$ cat src/rtl/display_spi_pkg.sv
// Shared constants and state encoding for the Nexys4Display SPI scheduler.
// A frame carries a command nibble, a digit select and a data byte.
package display_spi_pkg;

  localparam int unsigned FRAME_W   = 16;
  localparam int unsigned CMD_MSB   = 15;
  localparam int unsigned CMD_LSB   = 12;
  localparam int unsigned DIGIT_MSB = 11;
  localparam int unsigned DIGIT_LSB = 8;
  localparam int unsigned DATA_MSB  = 7;
  localparam int unsigned DATA_LSB  = 0;

  typedef enum logic [2:0] {
    StIdle,
    StLead,
    StShift,
    StTrail,
    StGap
  } state_e;

endpackage

$ cat src/rtl/rr_arbiter2.sv
// Two-way round-robin arbiter: combinational grant, and the pointer moves past
// the served requester on accept.
module rr_arbiter2 (
  input  logic       clk_i,
  input  logic       rst_ni,
  input  logic [1:0] valid_i,
  input  logic       accept_i,
  output logic [1:0] grant_o
);

  // Requester served last; reset value 1 makes req 0 win the first tie.
  logic last_q, last_d;

  always_comb begin
    unique case (valid_i)
      2'b01:   grant_o = 2'b01;
      2'b10:   grant_o = 2'b10;
      2'b11:   grant_o = last_q ? 2'b01 : 2'b10;
      default: grant_o = 2'b00;
    endcase
  end

  assign last_d = accept_i ? grant_o[1] : last_q;

  always_ff @(posedge clk_i or negedge rst_ni) begin
    if (!rst_ni) begin
      last_q <= 1'b1;
    end else begin
      last_q <= last_d;
    end
  end

endmodule

$ cat src/rtl/display_spi_scheduler.sv
// SPI master for the Nexys4Display slave with a two-requester round-robin front end.
// Frames go out MSB first; MISO is captured on each SCLK rising edge.
module display_spi_scheduler
  import display_spi_pkg::*;
#(
  parameter int unsigned SCLK_HALF = 4,
  parameter int unsigned SS_LEAD   = 1,
  parameter int unsigned SS_TRAIL  = 1,
  parameter int unsigned GAP       = 2
) (
  input  logic                 clk_5m_i,
  input  logic                 rst_low_i,
  input  logic [1:0]           req_valid_i,
  input  logic [2*FRAME_W-1:0] req_frame_i,
  output logic [1:0]           req_ready_o,
  output logic                 busy_o,
  output logic [FRAME_W-1:0]   rx_frame_o,
  output logic                 rx_valid_o,
  output logic                 spi_sclk_o,
  output logic                 spi_ss_o,
  output logic                 spi_mosi_o,
  input  logic                 spi_miso_i
);

  localparam int unsigned HalfW = $clog2(SCLK_HALF);
  localparam int unsigned BitW  = $clog2(FRAME_W);
  localparam int unsigned SegW  = 8;

  state_e               state_q, state_d;
  logic [HalfW-1:0]     half_q, half_d, half_nxt;
  logic [SegW-1:0]      seg_q, seg_d;
  logic [BitW-1:0]      bit_q, bit_d;
  logic [FRAME_W-1:0]   tx_q, tx_d, rx_sh_q, rx_sh_d, rx_frame_q, rx_frame_d;
  logic                 rx_valid_q, rx_valid_d;
  logic                 sclk_q, sclk_d, ss_q, ss_d, mosi_q, mosi_d;
  logic [1:0]           grant;
  logic                 accept, half_last;

  rr_arbiter2 u_arb (
    .clk_i    (clk_5m_i),
    .rst_ni   (rst_low_i),
    .valid_i  (req_valid_i),
    .accept_i (accept),
    .grant_o  (grant)
  );

  // Ready is held low while reset is asserted even though the state already reads idle.
  assign req_ready_o = (state_q == StIdle && rst_low_i) ? grant : 2'b00;
  assign accept      = |(req_valid_i & req_ready_o);
  assign busy_o      = (state_q != StIdle) | accept;
  assign half_last   = (half_q == HalfW'(SCLK_HALF - 1));
  assign half_nxt    = half_last ? '0 : half_q + HalfW'(1);

  always_comb begin
    state_d    = state_q;
    half_d     = half_q;
    seg_d      = seg_q;
    bit_d      = bit_q;
    tx_d       = tx_q;
    rx_sh_d    = rx_sh_q;
    rx_frame_d = rx_frame_q;
    rx_valid_d = 1'b0;
    sclk_d     = sclk_q;
    ss_d       = ss_q;
    mosi_d     = mosi_q;
    unique case (state_q)
      StIdle: begin
        if (accept) begin
          tx_d    = grant[1] ? req_frame_i[2*FRAME_W-1:FRAME_W] : req_frame_i[FRAME_W-1:0];
          ss_d    = 1'b0;
          half_d  = '0;
          seg_d   = '0;
          state_d = StLead;
        end
      end
      StLead: begin
        half_d = half_nxt;
        if (half_last) begin
          if (seg_q == SegW'(SS_LEAD - 1)) begin
            seg_d   = '0;
            bit_d   = '0;
            sclk_d  = 1'b0;
            mosi_d  = tx_q[FRAME_W-1];
            tx_d    = {tx_q[FRAME_W-2:0], 1'b0};
            state_d = StShift;
          end else begin
            seg_d = seg_q + SegW'(1);
          end
        end
      end
      StShift: begin
        half_d = half_nxt;
        if (half_last) begin
          if (!sclk_q) begin
            sclk_d  = 1'b1;
            rx_sh_d = {rx_sh_q[FRAME_W-2:0], spi_miso_i};
          end else if (bit_q == BitW'(FRAME_W - 1)) begin
            state_d = StTrail;
          end else begin
            bit_d  = bit_q + BitW'(1);
            sclk_d = 1'b0;
            mosi_d = tx_q[FRAME_W-1];
            tx_d   = {tx_q[FRAME_W-2:0], 1'b0};
          end
        end
      end
      StTrail: begin
        half_d = half_nxt;
        if (half_last) begin
          if (seg_q == SegW'(SS_TRAIL - 1)) begin
            seg_d      = '0;
            ss_d       = 1'b1;
            mosi_d     = 1'b1;
            rx_frame_d = rx_sh_q;
            rx_valid_d = 1'b1;
            state_d    = StGap;
          end else begin
            seg_d = seg_q + SegW'(1);
          end
        end
      end
      StGap: begin
        if (seg_q == SegW'(GAP - 1)) begin
          seg_d   = '0;
          state_d = StIdle;
        end else begin
          seg_d = seg_q + SegW'(1);
        end
      end
      default: state_d = StIdle;
    endcase
  end

  always_ff @(posedge clk_5m_i or negedge rst_low_i) begin
    if (!rst_low_i) begin
      state_q    <= StIdle;
      half_q     <= '0;
      seg_q      <= '0;
      bit_q      <= '0;
      tx_q       <= '0;
      rx_sh_q    <= '0;
      rx_frame_q <= '0;
      rx_valid_q <= 1'b0;
      sclk_q     <= 1'b1;
      ss_q       <= 1'b1;
      mosi_q     <= 1'b1;
    end else begin
      state_q    <= state_d;
      half_q     <= half_d;
      seg_q      <= seg_d;
      bit_q      <= bit_d;
      tx_q       <= tx_d;
      rx_sh_q    <= rx_sh_d;
      rx_frame_q <= rx_frame_d;
      rx_valid_q <= rx_valid_d;
      sclk_q     <= sclk_d;
      ss_q       <= ss_d;
      mosi_q     <= mosi_d;
    end
  end

  assign rx_frame_o = rx_frame_q;
  assign rx_valid_o = rx_valid_q;
  assign spi_sclk_o = sclk_q;
  assign spi_ss_o   = ss_q;
  assign spi_mosi_o = mosi_q;

endmodule
$ cat config.mk
export PLATFORM = sky130hd
export DESIGN_NAME = display_spi_scheduler
export DESIGN_NICKNAME = d
export VERILOG_FILES = /design/src/rtl/display_spi_pkg.sv /design/src/rtl/rr_arbiter2.sv /design/src/rtl/display_spi_scheduler.sv
export SDC_FILE = /design/constraint.sdc
export NUM_CORES = 1
export LEC_CHECK = 0
export ABC_AREA = 0
export BUFFER_PORTS_ARGS = -buffer_cell sky130_fd_sc_hd__buf_2
export CORE_ASPECT_RATIO = 1.4
export CORE_MARGIN = 4
export CORE_UTILIZATION = 43
export DETAILED_ROUTE_END_ITERATION = 12
export MAX_ROUTING_LAYER = met4
export PLACE_DENSITY = 0.69
export SYNTH_ARGS = -nofsm -noshare
export SYNTH_HDL_FRONTEND = slang
export SYNTH_HIERARCHICAL = 1
export SYNTH_SLANG_ARGS = --single-unit
export TNS_END_PERCENT = 100
$ cat constraint.sdc
create_clock -name clk_5m_i -period 2.35 [get_ports clk_5m_i]
set_input_delay 0.1175 -clock clk_5m_i [delete_from_list [all_inputs] [get_ports clk_5m_i]]
set_output_delay 0.1175 -clock clk_5m_i [all_outputs]
set_load 0.05 [all_outputs]
# == Word level (Yosys, flattened, before mapping) ==
# Index checks and enable logic that the tools add are counted.
# totals
register_bits,70
inputBits,37
out_inout_bits,23
word_cells,116
# op_classes
n_addsub,3
eq_ne,21
n_mux,54
bitwise_logic,3
n_reduce_logical,23
# ops
operator,n
2-to-1 mux 16 bit,7
one-hot mux 16 bit (3 select lines),1
2-to-1 mux 8 bit,4
2-to-1 mux 3 bit,9
one-hot mux 8 bit (3 select lines),1
2-to-1 mux 4 bit,5
"!= test 2 bit, second input constant",10
2-to-1 mux 1 bit,16
one-hot mux 3 bit (5 select lines),1
nonzero test 3 bit,4
AND reduction 3 bit,3
AND reduction 9 bit,1
"adder 8 x 1 -> 8 bit, second input constant",1
"equality test 8 x 1 -> 1 bit, second input constant",1
zero test 8 bit,1
2-to-1 mux 2 bit,4
one-hot mux 4 bit (2 select lines),1
AND reduction 4 bit,2
AND reduction 8 bit,1
AND reduction 7 bit,1
"equality test 2 bit, second input constant",3
"equality test 3 x 2 -> 1 bit, second input constant",2
one-hot mux 2 bit (3 select lines),1
AND reduction 6 bit,1
other kinds (19),23

# == Depth between registers and ports, before layout ==
# depth
ltp_word,7
mapped_depth,9
mapped_depth_nobuf,7

# == Hierarchy ==
# The synthesis kept the hierarchy.
# by_module_without_submodules
module,instances,cells_per_inst,area_each_um2,seq_area_each_um2
display_spi_scheduler,1,294,3539.6,1730.4
rr_arbiter2,1,5,63.8,26.3

# == Worst setup path before layout ==
# OpenSTA, ideal clock, no wires.
# synth_path
path_type,register -> register
start,register u_arb.last_q
end,register tx_q[10]
setup_time_ns,0.125
arrival_time_ns,2.421
required_ns,2.225
path_slack_ns,-0.196
stages_incl_launch_ff,10
n_path_buf,2
synth_period_minus_slack_ns,2.546
cell_sequence,dfstp_2 > inv_1 > a21boi_0 > nand3_1 > nand3_1 > or2b_2 > a211o_1 > buf_6 > buf_12 > mux2_4
# synth_via
elab_chain_len,7
word_cells_on_any_way,10
classes_between,eq/ne (1); mux (6); bitwise (1); reduce/logical (2)
# synth_lines
element,line_no,text
"start, declared",rr_arbiter2.sv:12,"logic last_q, last_d;"
"start signal, assigned",rr_arbiter2.sv:29,last_q <= last_d;
2-to-1 mux 2 bit,rr_arbiter2.sv:18,2'b11: grant_o = last_q ? 2'b01 : 2'b10;
one-hot mux 2 bit (3 select lines),rr_arbiter2.sv:15,unique case (valid_i)
named net grant[0],display_spi_scheduler.sv:36,logic [1:0] grant;
2-to-1 mux 2 bit,display_spi_scheduler.sv:48,assign req_ready_o = (state_q == StIdle && rst_low_i) ? grant : 2'b00;
bitwise AND 2 bit,display_spi_scheduler.sv:49,assign accept = |(req_valid_i & req_ready_o);
OR reduction 2 bit,display_spi_scheduler.sv:49,
!= test 2 bit (no source line),--,
AND reduction 7 bit (no source line),--,
"end signal, assigned",display_spi_scheduler.sv:152,tx_q <= tx_d;
"end, declared",display_spi_scheduler.sv:33,"logic [FRAME_W-1:0] tx_q, tx_d, rx_sh_q, rx_sh_d, rx_frame_q, rx_frame_d;"
# The timed path passes the listed nets, and every way through them passes these cells. The select of a mux whose other input is x is not followed.
# A chain may end at the register's enable or synchronous reset.

# == Final worst setup path ==
# layout_path
start,register u_arb.last_q
end,register tx_q[12]
# The elaborated chain is that of the path after synthesis.

==> impl_table.tex <==
\begin{tabular}{lr}
\hline
Metric & Value \\
\hline
\multicolumn{2}{l}{\textbf{Detailed routing}} \\
Drt drc & 0 \\
Vias post-DR & 2503 \\
Post-detailed-route count of antenna-violating nets & 0 \\
Vias per Instance & 5.26 \\
Number of search-and-repair iterations in the first detailed-routing pass & 4 \\
Total routed wirelength & 7010 microns \\
Wirelength per Cell & 14.7 microns \\
Initial DRC Count & 87 \\
\multicolumn{2}{l}{\textbf{Placed design}} \\
Count of buffers inserted at the top-level ports & 59 \\
Instance area after placement & 4040 sq um \\
Routability cong. & 0.827 \\
Cell Count Post-Placement & 460 \\
HPWL reported at the end of detailed placement & 5040 microns \\
\multicolumn{2}{l}{\textbf{Global routing}} \\
Total grt overflow & 0 \\
Global-route usage over all layers & 15.3\% \\
Number of global-route vias before repair & 2568 \\
Global-route wire length before repair & 11800 microns \\
Maximum number of pins on one net before global-route repair & 71 \\
Initial antenna violation count & 0 \\
\multicolumn{2}{l}{\textbf{STA}} \\
Final setup viols & 0 \\
Hold WS & 21.1 ps \\
Unrepaired setup endpoints after global routing & no \\
Worst slew margin relative to its limit & 58.5\% \\
Post-route clock period utilization & 96.1\% \\
Hold Fails Final Rpt & 0 \\
Max Freq & 443 MHz \\
Total Negative Setup Slacks & 0 ps \\
Max-slew violation count & 0 \\
Clock skew after layout & 6.12 ps \\
Minimum period implied by the final worst setup slack & 2260 ps \\
Actual transition at the worst max-transition pin & 622 ps \\
\multicolumn{2}{l}{\textbf{Synthesis}} \\
Count of yosys warnings during synthesis & 6 \\
Share of flip-flops with an asynchronous set or reset & 100\% \\
Most frequently used flop master after synthesis & sky130\_fd\_sc\_hd\_\_dfrtp\_1 \\
Adder and majority gate portion of the synthesized area & 1.74\% \\
Xor/xnor share of the synthesized area & 0\% \\
EDFF count, synth & 0 \\
Mux contribution to synthesized area & 22.1\% \\
Complex-gate fraction of the synthesized area & 11.9\% \\
Sequential area share after synthesis & 48.8\% \\
Yosys cell types & 55 \\
\#FFs+latches synth & 70 \\
Post-synth net total & 341 \\
Basic-gate share of the synthesized area counting and, or, nand and nor cells & 11.3\% \\
Combinational family with the most area after synthesis & multiplexers \\
Avg Cell Area, Syn & 12.1 sq um \\
Cells after synthesis & 299 \\
Cell Area, Synth & 3600 sq um \\
\multicolumn{2}{l}{\textbf{Clock tree}} \\
Worst skew pair latency & 320 ps \\
Number of buffers created by CTS & 9 \\
Buffers inserted by post-CTS timing repair & 0 \\
Master cell of the clock root buffer & sky130\_fd\_sc\_hd\_\_clkbuf\_16 \\
Clock-pin slew of the registers on the worst-case setup and hold paths & 60 ps \\
TritonCTS clock tree & built \\
Maximum buffer depth of the clock tree & 2 \\
Number of clock sinks seen by CTS & 70 \\
H-Tree Depth & 3 \\
\multicolumn{2}{l}{\textbf{Finish}} \\
Final standard cell area without fillers & 4320 sq um \\
Share of post-route cells with drive strength above 1 & 43.0\% \\
Filler cell count in the final layout & 717 \\
Area growth from synthesis to layout & 19.8\% \\
Total number of nets in the final design & 412 \\
Inserted Diodes & 0 \\
Post-route non-filler standard cell count & 476 \\
\multicolumn{2}{l}{\textbf{Min path}} \\
Class of the tightest hold or removal check & in -> reg \\
\multicolumn{2}{l}{\textbf{Floorplanning}} \\
Die area & 9930 sq um \\
Starting Density & 44.2\% \\
Horiz. Die Dim & 85.4 microns \\
Standard-cell row count & 39 \\
Floorplan die height & 116 microns \\
I/O pin cnt & 60 \\
Std-Cell Core Area & 8150 sq um \\
\multicolumn{2}{l}{\textbf{Pwr}} \\
Post-layout total power & 2520 uW \\
P per Cell Area & 583 nW/um\^{}2 \\
Leak pwr & 0.00219 uW \\
IR drop worst, VDD & 0.468 mV \\
\multicolumn{2}{l}{\textbf{Worst setup path}} \\
Type of destination of the critical path & flip-flop \\
Data arrival, critical path & 2460 ps \\
Maximum fanout along the worst path & 16 \\
Critical path class & reg -> reg \\
Data required, critical path & 2550 ps \\
Startpoint type of the worst setup path & flip-flop \\
\multicolumn{2}{l}{\textbf{Job}} \\
Number of maximum-capacitance violations & 0 \\
\multicolumn{2}{l}{\textbf{Outcome}} \\
Outcome & finished, final reports clean \\
\hline
\end{tabular}
area by class of cell:
class	instances	area (sq um)	area share [%]
Multi-Input combinational cell	209	1710	39.6
Clock buffer	11	243	5.62
Inverter	7	26.3	0.609
Tap cell	102	128	2.96
Timing Repair Buffer	73	432	10.0
Clock inverter	4	23.8	0.551
Sequential cell	70	1760	40.7
routing by layer:
| metal | vias to the layer above | track usage (%) | wire length, microns |
|---|---|---|---|
| met1 | 1223 | 18.0 | 3000 |
| met5 | - | - | 0 |
| met2 | 53 | 24.9 | 3610 |
| met4 | 0 | 6.86 | 89 |
| li1 | 1220 | - | - |
| met3 | 7 | 3.74 | 320 |
path summary, 6_finish.rpt:
kind | from | to | slack [ps] | cells after the start
max reg2reg | u_arb/last_q | tx_q[12] | 90 | 8
max | u_arb/last_q | tx_q[12] | 90 | 8
min | spi_miso_i | rx_sh_q[0] | 20 | 2
min in group asynchronous | rst_low_i | u_arb/last_q | 340 | 2
min reg2reg | spi_mosi_o | spi_mosi_o | 470 | 2
max in group asynchronous | rst_low_i | rx_frame_o[11] | 1400 | 3
state kept, by name, indices dropped and copies added (netlist names):
| register | cells |
|---|---|
| bit_q | 4 |
| half_q | 2 |
| tx_q | 16 |
| u_arb/last_q | 1 |
| rx_sh_q | 16 |
| seg_q | 8 |
| spi_sclk_o | 1 |
| rx_frame_o | 16 |
| spi_ss_o | 1 |
| state_q | 3 |
| spi_mosi_o | 1 |
| rx_valid_o | 1 |
stage by stage:
stage | setup slack, ps | util (%)
3_5_place_dp | 25.3 | 49.5
5_1_grt | 0.371 | 53.0
6_report | 91.1 | 53.0
4_1_cts | 3.72 | 52.9
2_1_floorplan | 0.912 | -
3_3_place_gp | 155 | 49.5
critical path: stages, from the launching register on:
cell and delay [ps]:
sky130_fd_sc_hd__dfstp_2 560, sky130_fd_sc_hd__inv_1 50, sky130_fd_sc_hd__a21boi_1 190, sky130_fd_sc_hd__nand3_1 170
sky130_fd_sc_hd__nand3_4 120, sky130_fd_sc_hd__or2b_2 320, sky130_fd_sc_hd__a211o_1 270, sky130_fd_sc_hd__buf_12 170
sky130_fd_sc_hd__mux2_4 300
layout by cell type, fill, tap and decap left out, drive strengths merged, types with 3 or more instances in the layout:
master	n
nor2	21
dfstp	4
dfrtp	66
mux2i	18
a21boi	3
o21ai	21
nand3	9
a21o	5
ha	5
a21oi	3
and3	5
clkbuf	11
mux2	51
clkinv	4
a22o	8
buf	72
inv	7
nand2	27
and2	3
or2b	3
what timing repair did:
item,4_1_cts,5_1_grt
hold buffers,1,0
hold endpoints to repair,1,0
resized for setup,0,2
endpoints found under the setup margin,0,17
report_power, final:
| part | internal [uW] | switching [uW] | total, uW |
|---|---|---|---|
| Sequential | 1210 | 5.10 | 1220 |
| Combinational | 45.4 | 50.7 | 96.1 |
| Clock | 732 | 471 | 1200 |
kinds of logic (layout without fill, tap and decap cells):
kind of cell	after synthesis	count (layout)
AOI/OAI and AO/OA	57	57
adders and majority gates	5	5
buffers and inverters	20	95
DFF	70	70
muxes	69	69
and+or+nand+nor	78	78
cells in the mapped netlist, types with 2 or more instances:
library cell,n,share of area [%]
sky130_fd_sc_hd__dfrtp_1,66,46
sky130_fd_sc_hd__mux2_2,40,12
sky130_fd_sc_hd__nand2_1,27,2.8
sky130_fd_sc_hd__nor2_1,21,2.2
sky130_fd_sc_hd__o21ai_0,21,2.9
sky130_fd_sc_hd__mux2i_1,18,5.0
sky130_fd_sc_hd__mux2_4,11,4.6
sky130_fd_sc_hd__nand3_1,8,1.1
sky130_fd_sc_hd__a22o_1,7,1.7
sky130_fd_sc_hd__inv_1,6,0.62
sky130_fd_sc_hd__a21o_1,5,1.0
sky130_fd_sc_hd__ha_1,5,1.7
sky130_fd_sc_hd__dfstp_2,4,2.9
sky130_fd_sc_hd__clkbuf_8,3,1.1
sky130_fd_sc_hd__or2b_2,3,0.73
sky130_fd_sc_hd__a21boi_0,2,0.42
sky130_fd_sc_hd__a21oi_1,2,0.28
sky130_fd_sc_hd__a32o_1,2,0.56
sky130_fd_sc_hd__and3_1,2,0.35
sky130_fd_sc_hd__and3_2,2,0.42
sky130_fd_sc_hd__buf_4,2,0.42
sky130_fd_sc_hd__buf_6,2,0.62
sky130_fd_sc_hd__clkbuf_1,2,0.21
sky130_fd_sc_hd__nor2b_1,2,0.35
sky130_fd_sc_hd__nor3_1,2,0.28
sky130_fd_sc_hd__nor4_4,2,1.2
sky130_fd_sc_hd__o21bai_1,2,0.42
sky130_fd_sc_hd__o31ai_1,2,0.42
sky130_fd_sc_hd__or2_2,2,0.35
(Power assumes the default switching activity.)
